`config.mk`:
```
export PLATFORM = sky130hd
export DESIGN_NAME = traffic_light_ctrl
export DESIGN_NICKNAME = d
export VERILOG_FILES = /design/src/rtl/tl_pkg.sv /design/src/rtl/tl_dwell_timer.sv /design/src/rtl/traffic_light_ctrl.sv
export SDC_FILE = /design/constraint.sdc
export NUM_CORES = 1
export LEC_CHECK = 0
export CAP_MARGIN = 40
export CORE_UTILIZATION = 45
export DETAILED_ROUTE_END_ITERATION = 16
export PLACE_DENSITY_LB_ADDON = 0.2
export SLEW_MARGIN = 30
export SYNTH_ARGS = -nofsm -noshare
export SYNTH_HDL_FRONTEND = slang
export SYNTH_SLANG_ARGS = --single-unit
```
`constraint.sdc`:
```
create_clock -name clk -period 2.2 [get_ports clk]
set_input_delay 0.44 -clock clk [delete_from_list [all_inputs] [get_ports clk]]
set_output_delay 0.44 -clock clk [all_outputs]
set_load 0.005 [all_outputs]
```
`src/rtl/tl_pkg.sv`:
```
// Shared types and light encodings for the two-road traffic-light controller.
package tl_pkg;

    typedef enum logic [2:0] {
        NS_GREEN  = 3'd0,
        NS_YELLOW = 3'd1,
        ALL_RED_A = 3'd2,
        EW_GREEN  = 3'd3,
        EW_YELLOW = 3'd4,
        ALL_RED_B = 3'd5
    } tl_state_t;

    // {R,Y,G} one-hot lamp drive
    localparam logic [2:0] LIGHT_R = 3'b100;
    localparam logic [2:0] LIGHT_Y = 3'b010;
    localparam logic [2:0] LIGHT_G = 3'b001;

endpackage

```
`src/rtl/tl_dwell_timer.sv`:
```
// Tick-driven dwell counter for the traffic-light FSM.
// Counts timebase ticks, clears on request, and holds at limit-1 so the
// resting main-road green can wait indefinitely without wrapping.
module tl_dwell_timer #(
    parameter int CNT_W = 4
) (
    input  logic             clk,
    input  logic             reset,
    input  logic             tick,
    input  logic             clr,
    input  logic [CNT_W:0]   limit,
    output logic             done
);

    logic [CNT_W-1:0] cnt_q;
    logic [CNT_W-1:0] cnt_d;
    logic [CNT_W:0]   last_val;
    logic             at_last;

    // limit is one bit wider than the counter so a full 2**CNT_W dwell fits
    assign last_val = limit - {{CNT_W{1'b0}}, 1'b1};
    assign at_last  = ({1'b0, cnt_q} == last_val);
    assign done     = tick & at_last;

    // Next count: clear wins, otherwise advance on tick until the last value
    always_comb begin
        cnt_d = cnt_q;
        if (clr) begin
            cnt_d = '0;
        end else if (tick && !at_last) begin
            cnt_d = cnt_q + 1'b1;
        end
    end

    // Counter register
    always_ff @(posedge clk or negedge reset) begin
        if (!reset) begin
            cnt_q <= '0;
        end else begin
            cnt_q <= cnt_d;
        end
    end

endmodule

```
`src/rtl/traffic_light_ctrl.sv`:
```
// Two-road traffic-light Moore controller. Main road (NS) rests green; the
// side road (EW) is served only after a latched sensor request, with yellow
// and all-red clearance between greens. All dwells are counted in ticks.
//
//   state     | meaning
//   ----------+------------------------------------------------
//   NS_GREEN  | main road green, waits for min green + request
//   NS_YELLOW | main road yellow
//   ALL_RED_A | clearance before side road green
//   EW_GREEN  | side road green, fixed dwell
//   EW_YELLOW | side road yellow
//   ALL_RED_B | clearance before main road green
module traffic_light_ctrl
    import tl_pkg::*;
#(
    parameter int GREEN_TICKS  = 4,
    parameter int YELLOW_TICKS = 2,
    parameter int RED_TICKS    = 1,
    parameter int CNT_W        = 4
) (
    input  logic       clk,
    input  logic       reset,
    input  logic       tick,
    input  logic       sensor_ew,
    output logic [2:0] ns_light,
    output logic [2:0] ew_light,
    output logic [2:0] state_o,
    output logic       ew_req_o
);

    localparam logic [CNT_W:0] GREEN_LIM  = (CNT_W+1)'(GREEN_TICKS);
    localparam logic [CNT_W:0] YELLOW_LIM = (CNT_W+1)'(YELLOW_TICKS);
    localparam logic [CNT_W:0] RED_LIM    = (CNT_W+1)'(RED_TICKS);

    tl_state_t      state_q, state_d;
    logic           ew_req_q, ew_req_d;
    logic [2:0]     ns_light_q, ns_light_d;
    logic [2:0]     ew_light_q, ew_light_d;
    logic [CNT_W:0] dwell_limit;
    logic           dwell_done;
    logic           state_chg;

    // Dwell length for the state currently occupied
    always_comb begin
        case (state_q)
            NS_GREEN, EW_GREEN:    dwell_limit = GREEN_LIM;
            NS_YELLOW, EW_YELLOW:  dwell_limit = YELLOW_LIM;
            default:               dwell_limit = RED_LIM;
        endcase
    end

    tl_dwell_timer #(
        .CNT_W (CNT_W)
    ) u_dwell (
        .clk   (clk),
        .reset (reset),
        .tick  (tick),
        .clr   (state_chg),
        .limit (dwell_limit),
        .done  (dwell_done)
    );

    // Next state, request latch and registered light decode
    always_comb begin
        state_d = state_q;
        case (state_q)
            NS_GREEN:  if (dwell_done && (ew_req_q || sensor_ew)) state_d = NS_YELLOW;
            NS_YELLOW: if (dwell_done) state_d = ALL_RED_A;
            ALL_RED_A: if (dwell_done) state_d = EW_GREEN;
            EW_GREEN:  if (dwell_done) state_d = EW_YELLOW;
            EW_YELLOW: if (dwell_done) state_d = ALL_RED_B;
            ALL_RED_B: if (dwell_done) state_d = NS_GREEN;
            default:   state_d = NS_GREEN;
        endcase

        state_chg = (state_d != state_q);

        // the request being served is dropped as EW green starts; a sensor
        // hit on that same edge is considered already served
        if (state_chg && (state_d == EW_GREEN)) begin
            ew_req_d = 1'b0;
        end else begin
            ew_req_d = ew_req_q | sensor_ew;
        end

        // lights follow the state register exactly, decoded one edge early
        ns_light_d = LIGHT_R;
        ew_light_d = LIGHT_R;
        case (state_d)
            NS_GREEN:  ns_light_d = LIGHT_G;
            NS_YELLOW: ns_light_d = LIGHT_Y;
            EW_GREEN:  ew_light_d = LIGHT_G;
            EW_YELLOW: ew_light_d = LIGHT_Y;
            default: ;
        endcase
    end

    // State, request and light registers
    always_ff @(posedge clk or negedge reset) begin
        if (!reset) begin
            state_q    <= NS_GREEN;
            ew_req_q   <= 1'b0;
            ns_light_q <= LIGHT_G;
            ew_light_q <= LIGHT_R;
        end else begin
            state_q    <= state_d;
            ew_req_q   <= ew_req_d;
            ns_light_q <= ns_light_d;
            ew_light_q <= ew_light_d;
        end
    end

    assign ns_light = ns_light_q;
    assign ew_light = ew_light_q;
    assign state_o  = state_q;
    assign ew_req_o = ew_req_q;

endmodule

```
==> results of run 1 <==
## path summary, 6_finish.rpt
path                             from               end  slack (ns)  cells after the start
max in group asynchronous       reset       ew_light[0]        1.25                      1
hold reg to reg              ew_req_o          ew_req_o        0.55                      1
hold / removal                  reset  u_dwell.cnt_q[0]        0.54                      1
setup reg to reg           state_o[1]       ns_light[1]        0.26                      5
setup / recovery           state_o[1]       ns_light[1]        0.26                      5
min in group clk             ew_req_o          ew_req_o        0.55                      1
## registers in the layout, indices dropped and copies added, names as in the netlist
register	cells
ew_light	3
ew_req_o	1
ns_light	3
state_o	3
u_dwell.cnt_q	4
## worst register-to-register path: stages, from the launching register on
cell and delay, ns:
sky130_fd_sc_hd__dfrtp_1 0.40, sky130_fd_sc_hd__xor2_1 0.20, sky130_fd_sc_hd__or3b_4 0.40, sky130_fd_sc_hd__a211o_1 0.41, sky130_fd_sc_hd__or3_1 0.35, sky130_fd_sc_hd__a21oi_1 0.12
## synthesized netlist by cell type, types with 3 or more instances
cell type	count
sky130_fd_sc_hd__o21ai_0	4
sky130_fd_sc_hd__nand3_1	3
sky130_fd_sc_hd__nor2_1	5
sky130_fd_sc_hd__xor2_1	3
sky130_fd_sc_hd__nand2b_1	3
sky130_fd_sc_hd__dfrtp_1	12
sky130_fd_sc_hd__a21oi_1	6
sky130_fd_sc_hd__buf_6	3
sky130_fd_sc_hd__mux2i_1	4
sky130_fd_sc_hd__nor3_1	3
sky130_fd_sc_hd__nand2_1	4
## through the flow
step / power (uW) / area [um2] / std cells / util (%) / setup slack, ns
5_1_grt: 1465 / 934.6 / 108 / 60.63 / 0.1335
4_1_cts: 1355 / 934.6 / 108 / 60.63 / 0.2552
3_3_place_gp: 1164 / 898.4 / 104 / 58.28 / 0.2269
3_5_place_dp: 1164 / 898.4 / 104 / 58.28 / 0.1912
2_1_floorplan: 921.0 / 755.7 / 75 / - / 0.2150
6_report: 1357 / 934.6 / 108 / 60.63 / 0.2564
## layout by cell type, fill, tap and decap left out, types with 2 or more instances in the layout
master / Yosys / routed
sky130_fd_sc_hd__nand2b_1: 3 / 3
sky130_fd_sc_hd__mux2i_1: 4 / 4
sky130_fd_sc_hd__xor2_1: 3 / 3
sky130_fd_sc_hd__clkbuf_4: 0 / 3
sky130_fd_sc_hd__nand3_1: 3 / 3
sky130_fd_sc_hd__or3_1: 2 / 2
sky130_fd_sc_hd__buf_4: 0 / 4
sky130_fd_sc_hd__clkdlybuf4s50_1: 0 / 13
sky130_fd_sc_hd__dfrtp_1: 12 / 12
sky130_fd_sc_hd__nand2_1: 4 / 4
sky130_fd_sc_hd__o21ai_0: 4 / 4
sky130_fd_sc_hd__dfstp_2: 2 / 2
sky130_fd_sc_hd__a21oi_1: 6 / 6
sky130_fd_sc_hd__nor2_1: 5 / 5
sky130_fd_sc_hd__inv_1: 2 / 2
sky130_fd_sc_hd__nor3_1: 3 / 3
## metal layers
metal  track usage (%)  part of all wire [%]  vias up
met2             26.97                    44       28
met5                 0                     0        -
met3             5.957                   7.2        2
li1                  -                     -      300
met1             23.76                    48      294
met4             7.879                   1.1        0
## power groups by stage
stage	logic [uW]	clock network (uW)	registers, uW
6_report	718	190	449
5_1_grt	799	204	462
4_1_cts	718	191	447
3_5_place_dp	712	0	452
3_3_place_gp	714	0	450
2_1_floorplan	475	0	446
## kinds of logic (layout without fill, tap and decap cells)
family | after synthesis | count (layout) | synth area share, %
AO/OA/AOI/OAI | 18 | 18 | 15.57
XOR/XNOR | 4 | 4 | 4.637
adder cells (fa/ha/maj) | 1 | 1 | 1.655
buffers and inverters | 6 | 23 | 5.960
flip-flops | 14 | 14 | 46.69
multiplexers | 4 | 4 | 5.298
AND/OR/NAND/NOR | 28 | 28 | 20.20
## cell type report
class / instances / area [um2] / share of cell area, %
multi-input combinational: 55 / 357.8 / 38.29
sequential: 14 / 352.8 / 37.75
timing repair buffer: 17 / 160.2 / 17.14
clock buffer: 4 / 36.28 / 3.882
tap: 16 / 20.02 / 2.142
inverter: 2 / 7.507 / 0.8032
==> summary by stage, run 1 <==
Logic synthesis
The number of different library cells used by synthesis comes to 33. The synthesized instance count is 75. For this run, the register share of the synthesized area comes to 46.69%. After synthesis, the mean cell area works out to a little over 10 um2. By area the synthesized netlist is led by sky130_fd_sc_hd__dfrtp_1, sky130_fd_sc_hd__dfstp_2, sky130_fd_sc_hd__mux2i_1. The number of synthesized flops with an enable pin is 0. Among all flip-flop cells after synthesis, the most frequent one is sky130_fd_sc_hd__dfrtp_1. The synthesized net count is 80. Counting flops and latches in the post-synthesis netlist gives 14.

Of all cell types, the one taking the most synthesized area is sky130_fd_sc_hd__dfrtp_1. The cell area after technology mapping is 755.7 um2. The top-area cell type share of the netlist area is 39.74%.

The number of warnings printed during yosys synthesis is 0. Counting flops with an async set or reset pin after synthesis yields a share of 100.0%.

Worst setup path
The critical path goes through xor2_1 -> or3b_4 -> a211o_1 -> or3_1 -> a21oi_1. The critical path startpoint category is a flop. The slowest stage cell on the critical path is sky130_fd_sc_hd__a211o_1. The count of buffer and inverter cells on the critical path is 0. STA classifies the critical path endpoint as a flop. The worst-path maximum fanout is 9. The startpoint-to-endpoint class of the critical path is reg -> reg. On the critical path the largest part of the delay comes from simple AND/OR/NAND/NOR gates.

For the worst setup path, the data required time is 2.41 ns. The largest single stage delay on the critical path is 0.41 ns. For the worst setup path, the data arrival time is 2.16 ns.

Min path
The kind of path behind the tightest hold check is in -> async.

Die
The floorplan die area is between 1500 and 2000 um2. Once the floorplan was initialized, standard cells occupied 49.03% of the core. Measured along the y axis, the die boundary spans 42.98 um. The standard cell core area is 1541 um2.

The initialized floorplan defines 14 standard-cell rows. The number of top-level pins is 14. The die extent in x is between 40 and 50 um.

Clock tree
The clock passes through at most 2 buffers. The clock reaches the later pin of the worst-skew pair after around 0.29 ns. The number of clock buffers inserted by TritonCTS is 3. Clock-pin slew was measured on the worst setup and hold paths at roughly 0.090 ns. The number of H-tree levels is 1. The number of buffers inserted for hold repair after clock tree synthesis is 0. The number of clock sinks seen by CTS is 14. The clock tree from TritonCTS is yes. The number of post-CTS setup repair buffers is 0. Once the clock tree was built, the resizer swapped 0 gates to a different size.

The tree is rooted in a sky130_fd_sc_hd__clkbuf_4.

Cells and area
At the end of the flow, the number of nets in the layout was 98. The layout has ~130 filler cells. In the final layout, the share of cells above drive strength 1 is 13.04%.

The count of inserted antenna diode cells is 0. The layout-stage area growth over the synthesis result is 23.68%.

STA
The max-slew violation count is 0. The worst hold slack across all endpoints is between 0.5 and 0.6 ns. For this run, the top clock speed supported by timing is 514.5 MHz. After layout, the worst path uses 88.34% of the clock period. Setup repair after global routing left no endpoint under its margin. At the pin with the least slew margin, the transition time is 0.6359 ns. The clock arrives with 0.005756 ns of skew.

The final setup violation count is 0. Setup total negative slack on the finished layout was measured at 0 ns. The routed design could run at a clock period as short as 1.944 ns.

The hold violation total from the final report came to 0. The relative slew slack is a little under three fifths.

Drt
The detail route stage leaves a number of antenna-violating nets equal to 0. The total via count in the routed design is between 600 and 700. Wires add up to 1.473 mm. After detailed routing, the number of remaining DRC violations is 0. In the final routed layout, each cell accounts on average for 13.64 um. The detailed-route vias per instance is roughly 5.8. The DRC marker count from the first detailed-route iteration is 21.

The number of iterations in the first detailed-routing pass is 4.

Global routing
The number of antenna violations at the first check in global routing is 0. The first global-routing pass estimated 2.421 mm of wire. Global routing used around 18% of the available tracks. The total overflow left after global routing is 0. The number of global-route vias before repair was 564. Entering global routing, the biggest net connects 15 pins.

Pwr
VDD sags by at most approximately 0.74 mV. The internal power of the cells is 843.8 uW. Registers are responsible for about 33% of the overall power.

Net switching is 37.81% of the power. The fraction of power consumed by combinational cells is around 53%. Summed over all cells, the static leakage comes to 0.0004222 uW. The net load switching power is 513.0 uW. The power density relative to cell area is 1452 nW/um2. The clock network fraction of design power is 14.0%.

Outcome
The flow ran to the end, and the final reports show no timing, DRC or antenna violations.

Placed design
Routability-driven placement finished with a final weighted congestion of 0.8382. The estimated wirelength of the detail-placed design is 1.038 mm. Input and output buffers added on the ports amount to 13.

Flow run
Across the run, the number of max-cap violations was 0.
No activity file was read; power rests on OpenSTA's default activity.
==> inputs of run 2 (changes only) <==
--- a/config.mk
+++ b/config.mk
@@ -7,8 +7,10 @@
 export LEC_CHECK = 0
 export CAP_MARGIN = 40
 export CORE_UTILIZATION = 45
+export CTS_CLUSTER_SIZE = 30
 export DETAILED_ROUTE_END_ITERATION = 16
 export PLACE_DENSITY_LB_ADDON = 0.2
+export SETUP_SLACK_MARGIN = 0.2
 export SLEW_MARGIN = 30
 export SYNTH_ARGS = -nofsm -noshare
 export SYNTH_HDL_FRONTEND = slang
==> run 2 against run 1 <==
  * First-iteration DRC count is 14% higher
  * Highest routed layer unchanged
  * Clock skew is 0.0017 ns lower
  * Setup slack better by 0.036 ns
  * Fmax is 1.9% higher
  * Hold slack worse by 0.0019 ns
  * Core utilization is 0.57 points higher
  * Largest cell class unchanged
==> summary by stage, run 2 (same netlist as run 1, synthesis figures left out) <==
Clock tree
The clock latency on the worst-skew pair was 0.29 ns (about the same). The number of clock sinks seen by CTS is 14 (unchanged). Clock tree synthesis selected as its root buffer the cell sky130_fd_sc_hd__clkbuf_4. The number of buffers inserted for hold repair after clock tree synthesis is 0 (unchanged). The number of H-tree levels is 1 (unchanged). The clock transition at the register clock pins on the worst setup and hold paths after CTS is 0.09 ns (about the same). TritonCTS built the clock tree. The number of clock buffers inserted by TritonCTS is 3 (unchanged).

The buffer levels on the longest clock path is 2 (unchanged).

Die
The floorplan die area is 1847 um2 (unchanged). The standard cell core area is 1541 um2 (unchanged). The cell row count came to 14 (unchanged). The die extent in x is 42.98 um (unchanged). The initial core utilization is 49.03% (unchanged). The vertical extent of the die is 42.98 um (unchanged). The number of top-level pins was 14 (unchanged).

Cells and area
The post-layout net count is 98 (unchanged). The final standard cell utilization of the core came to 61.20% (+0.57 points). The register cell area after layout is 352.8 um2 (unchanged). The library cell used most frequently in the layout, excluding fill and tap cells, is sky130_fd_sc_hd__clkdlybuf4s50_1. The layout-stage area growth over the synthesis result is 24.83%. The count of filler cells inserted in the layout came to 130 (-1.5%). The most flop-heavy register is u_dwell.cnt_q.

The layout cell share with drive strength beyond 1 is 14.13% (+1.1 points). Leaving out fill and tap cells, the most frequent cells in the layout are sky130_fd_sc_hd__clkdlybuf4s50_1, sky130_fd_sc_hd__dfrtp_1, sky130_fd_sc_hd__a21oi_1. The count of inserted antenna diode cells is 0 (unchanged). The flip-flop count of the largest register after layout was 4 (unchanged).

The final instance area is 943.4 um2 (+0.94%). The area taken by multi-input logic gates is 366.6 um2 (+2.4%).

Worst setup path
For this design, the slowest cell found on the critical path is sky130_fd_sc_hd__or3b_4. The worst path required time is 2.42 ns (about the same). The startpoint of the worst-slack reg-to-reg timing path is state_o[1]. The peak per-stage delay on the critical path is 0.41 ns (about the same). The end of the worst register-to-register path is ns_light[1]. The signal on the critical path passes through xor2_1 -> or3b_4 -> a211o_4 -> or3_1 -> a21oi_1. The worst-path maximum fanout was 9 (unchanged). The critical path startpoint category is a flop. STA classifies the critical path endpoint as a flop. Grouping stages by cell kind, the critical path spends the most delay in simple AND/OR/NAND/NOR gates. The number of cells on the critical path is 5 (unchanged). The arrival time at the worst endpoint is 2.12 ns (-0.04 ns). The startpoint-to-endpoint class of the critical path is reg -> reg. The worst reg-to-reg path cell count is 5 (unchanged).

The internal reg-to-reg setup slack is 0.29 ns (+0.04 ns). The count of buffer and inverter cells on the critical path is 0 (unchanged).

Global routing
The number of antenna violations at the first check in global routing is 0 (unchanged). The largest net degree at the start of global routing is 15 (unchanged). The number of global-route vias before repair is 564 (unchanged). The global route total overflow is 0 (unchanged). The first-pass GRT wire length is 2.421 mm (unchanged). The overall global routing resource usage is 18.00% (unchanged).

Drt
The total length of routed wires came to 1.499 mm (+1.8%). The count of nets left with antenna violations after detail routing is 0 (unchanged). The number of iterations in the first detailed-routing pass was 4 (unchanged). The total via count in the routed design is 621 (-0.48%). The DRC marker count from the first detailed-route iteration is 24 (+14%). The average wire per cell in the routed design is 13.88 um (+1.8%). The number of DRC violations after detailed routing is 0 (unchanged). The detailed-route vias per instance is 5.750 (-0.48%).

STA
The final setup violation count is 0 (unchanged). The final period utilization came to 86.72% (-1.6 points). The hold violation total from the final report came to 0 (unchanged).

The worst setup margin is 0.2921 ns (+0.03566 ns). The relative slew slack is 57.82% (+0.35 points). The measured slew at the worst slew-check pin came to 0.6307 ns (-0.005163 ns). The final worst clock skew came to 0.004091 ns (-0.001664 ns). The shortest period the worst path allows is 1.908 ns (-0.03566 ns). Setup repair after global routing could not meet its margin everywhere. The max-slew violation count is 0 (unchanged).

The setup TNS is 0 ns (unchanged). The achievable clock frequency is 524.1 MHz (+1.9%).

Placed design
The pre-CTS setup slack was 0.1912 ns (unchanged). The total cell area at the placement stage is 898.4 um2 (unchanged). The estimated wirelength of the detail-placed design is 1.038 mm (unchanged). The global placer's final weighted congestion came to 0.8382 (unchanged). The number of port buffers is 13 (unchanged).

Pwr
The worst-case vdd ir drop was 0.7419 mV (-0.40%). The power density relative to cell area is 1462 nW/um2 (+0.74%). The leakage power summed over all cells is 0.0004243 uW (+0.48%).

Flow run
The number of max-cap violations was 0 (unchanged).

Outcome
The flow ran to the end, and the final reports show no timing, DRC or antenna violations.

Min path
The min-delay analysis places its worst path in the category in -> async.
[run 2: changes by cell type in the layout (fill, tap and decap cells not counted)]
cell | before | now
sky130_fd_sc_hd__o21ai_1 | 0 | 1
sky130_fd_sc_hd__a211o_4 | 0 | 1
sky130_fd_sc_hd__a211o_1 | 1 | 0
sky130_fd_sc_hd__o21ai_0 | 4 | 3
[run 2: through the flow]
step                instances  hold WS [ns]  power [uW]
CTS                       108        0.5436        1355
global placement          104        0.5134        1164
global route              108        0.5592        1486
detailed placement        104        0.5206        1164
floorplan                  75        0.1444       921.0
finish                    108        0.5365        1380
[run 2: how the worst max path moves through the flow]
stage / from / endpoint / slack, ns
global route: state_o[1] / ew_light[1] / 0.17
finish: state_o[1] / ns_light[1] / 0.29
global placement: tick / ns_light[1] / 0.23
CTS: state_o[1] / u_dwell.cnt_q[2] / 0.26
detailed placement: tick / u_dwell.cnt_q[2] / 0.19
floorplan: state_o[1] / ns_light[1] / 0.22
[run 2: layer usage]
layer  up-vias  GRT usage, %  routed length [um]
met5         -             0                   0
met4         0         7.879                  17
met3         2         5.957                  98
met2        23         26.97                 681
met1       296         23.76                 701
li1        300             -                   -
[run 2: area by class of cell]
class                           instances  share of cell area [%]
Inverter                                2                  0.7958
Clock buffer                            4                   3.846
Sequential cell                        14                   37.40
Multi-Input combinational cell         55                   38.86
Timing Repair Buffer                   17                   16.98
Tap cell                               16                   2.122
[run 2: what timing repair did]
item,CTS,global route
resized for setup,0,3
buffers inserted,0,0
endpoints found under the setup margin,0,5
endpoints found under the hold margin,0,0
[run 2: worst reg2reg max path: stages, from the launching register on]
cell	delay [ns]
sky130_fd_sc_hd__dfrtp_1	0.40
sky130_fd_sc_hd__xor2_1	0.20
sky130_fd_sc_hd__or3b_4	0.41
sky130_fd_sc_hd__a211o_4	0.39
sky130_fd_sc_hd__or3_1	0.32
sky130_fd_sc_hd__a21oi_1	0.12
[run 2: power breakdown]
group	internal (uW)	switching, uW	total [uW]
Clock	101	88.0	189
Sequential	371	77.6	449
Combinational	381	362	742
==> inputs of run 3 (changes only) <==
--- a/config.mk
+++ b/config.mk
@@ -6,6 +6,7 @@
 export NUM_CORES = 1
 export LEC_CHECK = 0
 export CAP_MARGIN = 40
+export CORE_MARGIN = 8
 export CORE_UTILIZATION = 45
 export CTS_CLUSTER_SIZE = 30
 export DETAILED_ROUTE_END_ITERATION = 16
==> run 3 against run 2 <==
  * Setup slack worse by 0.060 ns
  * Sequential share of layout area down 0.68 points
  * First-iteration DRC count down 4.2%
  * Final cell count up 2.8%
  * Largest cell class unchanged
  * Critical endpoint unchanged
  * Hold slack worse by 0.00080 ns
  * Highest routed layer unchanged
==> summary by stage, run 3 (same netlist as run 1, synthesis figures left out) <==
STA
The worst hold slack across all endpoints was 0.5357 ns (-0.0007990 ns). The achievable clock frequency is 508.1 MHz (-3.1%). The measured slew at the worst slew-check pin is 0.6116 ns (-0.01906 ns). The final worst clock skew came to 0.001499 ns (-0.002592 ns). The hold violation total from the final report is 0 (unchanged). The shortest period the worst path allows is 1.968 ns (+0.06010 ns).

Setup repair after global routing could not meet its margin everywhere. The max-slew violation count is 0 (unchanged). The relative slew slack came to 59.10% (+1.3 points). The setup TNS is 0 ns (unchanged). The final setup violation count is 0 (unchanged). The final period utilization is 89.46% (+2.7 points).

Pwr
The leakage power summed over all cells is 0.0004279 uW (+0.86%). The fraction of power spent switching nets is 38.50% (+0.30 points). The share of total power in sequential cells is 32.0% (-0.5 points). The power density relative to cell area is 1476 nW/um2 (+0.91%). The clock network fraction of design power is 13.2% (-0.5 points).

The internal power of the cells came to 872.1 uW (+2.3%). The worst-case vdd ir drop is 0.6756 mV (-8.9%). The fraction of power consumed by combinational cells is 54.9% (+1.1 points). The net load switching power is 546.0 uW (+3.6%).

Clock tree
The number of clock buffers inserted by TritonCTS came to 3 (unchanged). The root buffer cell chosen for the clock tree is sky130_fd_sc_hd__clkbuf_4. The number of H-tree levels is 1 (unchanged). The clock tree from TritonCTS is yes. The buffer levels on the longest clock path is 2 (unchanged). The number of clock sinks seen by CTS is 14 (unchanged). The number of buffers inserted for hold repair after clock tree synthesis came to 0 (unchanged).

The clock transition at the register clock pins on the worst setup and hold paths after CTS came to 0.08 ns (about the same). The clock latency on the worst-skew pair is 0.28 ns (about the same).

Cells and area
The final instance area is 960.9 um2 (+1.9%). The layout cell share with drive strength beyond 1 is 18.09% (+4.0 points). The count of inserted antenna diode cells is 0 (unchanged). The leading cell type in the layout, fill and taps excluded is sky130_fd_sc_hd__clkdlybuf4s50_1. The flip-flop count of the largest register after layout came to 4 (unchanged). Compared with the post-synthesis result, the final layout area differs by 27.15%.

The library cells used most frequently in the layout, excluding fill and tap cells, are sky130_fd_sc_hd__clkdlybuf4s50_1, sky130_fd_sc_hd__dfrtp_1, sky130_fd_sc_hd__a21oi_1, sky130_fd_sc_hd__buf_4, sky130_fd_sc_hd__nor2_1. Ranked by flip-flop count, first place goes to u_dwell.cnt_q. The post-layout net count was 100 (+2.0%).

Drt
The average wire per cell in the routed design came to 15.39 um (+11%). The count of nets left with antenna violations after detail routing is 0 (unchanged). The total length of routed wires is 1.708 mm (+14%). The length of routed wiring on met1 was 774 um (+10%). The number of DRC violations after detailed routing is 0 (unchanged).

The length of routed met3 wiring is 145 um (+48%). The routed wire length on met2 is 765 um (+12%). The number of iterations in the first detailed-routing pass is 4 (unchanged). The total via count in the routed design is 647 (+4.2%). The detailed-route vias per instance came to 5.829 (+1.4%). The DRC marker count from the first detailed-route iteration came to 23 (-4.2%).

The highest metal layer with signal wires is met4.

Global routing
The number of antenna violations at the first check in global routing is 0 (unchanged). The first-pass GRT wire length is 2.815 mm (+16%). The number of global-route vias before repair is 604 (+7.1%). The overall global routing resource usage is 10.62% (-7.4 points). The global route total overflow is 0 (unchanged). The largest net degree at the start of global routing is 15 (unchanged).

Die
The vertical extent of the die is 56.98 um (+33%). The die extent in x was 56.98 um (+33%). The initial core utilization is 45.76% (-3.3 points). The standard cell core area is 1652 um2 (+7.1%). The floorplan die area is 3247 um2 (+76%). The number of top-level pins is 14 (unchanged). The cell row count was 15 (+1).

Min path
The tightest min-delay check is of the in -> async type.

Worst setup path
STA classifies the critical path endpoint as a flop. The most critical setup path has its startpoint at state_o[1]. The worst-path maximum fanout came to 9 (unchanged). The cell family contributing the most delay on the critical path is simple AND/OR/NAND/NOR gates. The startpoint of the worst-slack reg-to-reg timing path is state_o[1].

The critical path startpoint category is a flop. The arrival time at the worst endpoint is 2.17 ns (+0.05 ns). The count of buffer and inverter cells on the critical path was 0 (unchanged). The end of the worst register-to-register path is ns_light[1]. The worst reg-to-reg path cell count came to 5 (unchanged). The worst path required time is 2.41 ns (about the same). The peak per-stage delay on the critical path is 0.42 ns (about the same). The slowest stage cell on the critical path is sky130_fd_sc_hd__a211o_2.

The startpoint-to-endpoint class of the critical path is reg -> reg. The internal reg-to-reg setup slack is 0.23 ns (-0.06 ns). The critical path goes through xor2_1 -> or3b_4 -> a211o_2 -> or3_1 -> a21oi_1.

Outcome
The flow ran to the end, and the final reports show no timing, DRC or antenna violations.

Placed design
The number of port buffers was 13 (unchanged). The global placer's final weighted congestion was 0.8399 (+0.20%). The total cell area at the placement stage came to 899.6 um2 (+0.14%).

The estimated wirelength of the detail-placed design was 1.208 mm (+16%).

Flow run
The number of max-cap violations came to 0 (unchanged).
-- run 3: cell count changes in the layout (fill, tap and decap cells not counted), sizes merged --
cell / previous run / this run
buf: 4 / 6
-- run 3: through the flow --
step	std cells	total power (uW)	setup slack [ns]	util, %
2_1_floorplan	75	921.0	0.2150	-
3_3_place_gp	105	1149	0.2723	54.47
3_5_place_dp	105	1159	0.2445	54.47
4_1_cts	109	1356	0.2200	56.67
5_1_grt	111	1517	0.1669	58.18
6_report	111	1418	0.2320	58.18
-- run 3: area by class of cell --
class | instances | area, um2
timing repair buffer | 19 | 175.2
tap | 17 | 21.27
inverter | 2 | 7.507
sequential | 14 | 352.8
fill | 145 | 690.7
multi-input combinational | 55 | 367.9
clock buffer | 4 | 36.28
-- run 3: worst max-delay path by stage --
stage,endpoint,slack (ns),depth (start not counted)
4_1_cts,u_dwell.cnt_q[2],0.22,6
5_1_grt,ns_light[1],0.17,5
6_report,ns_light[1],0.23,5
2_1_floorplan,ns_light[1],0.22,7
3_3_place_gp,u_dwell.cnt_q[2],0.27,6
3_5_place_dp,u_dwell.cnt_q[2],0.24,6
-- run 3: power by group through the flow --
| stage | clock, uW | combinational (uW) | sequential (uW) |
|---|---|---|---|
| finish | 187 | 778 | 453 |
| global route | 201 | 849 | 467 |
| CTS | 190 | 713 | 452 |
| detailed placement | 0 | 701 | 458 |
| global placement | 0 | 696 | 453 |
| floorplan | 0 | 475 | 446 |
-- run 3: layer usage --
metal	global-route usage, %	vias to the layer above
met1	13.55	309
met2	15.35	32
met3	3.326	4
met5	0	-
li1	-	302
met4	6.040	0
-- run 3: repair_timing --
item / in CTS / in global routing
endpoints found under the setup margin: 0 / 13
resized for setup: 0 / 4
setup buffers: 0 / 2
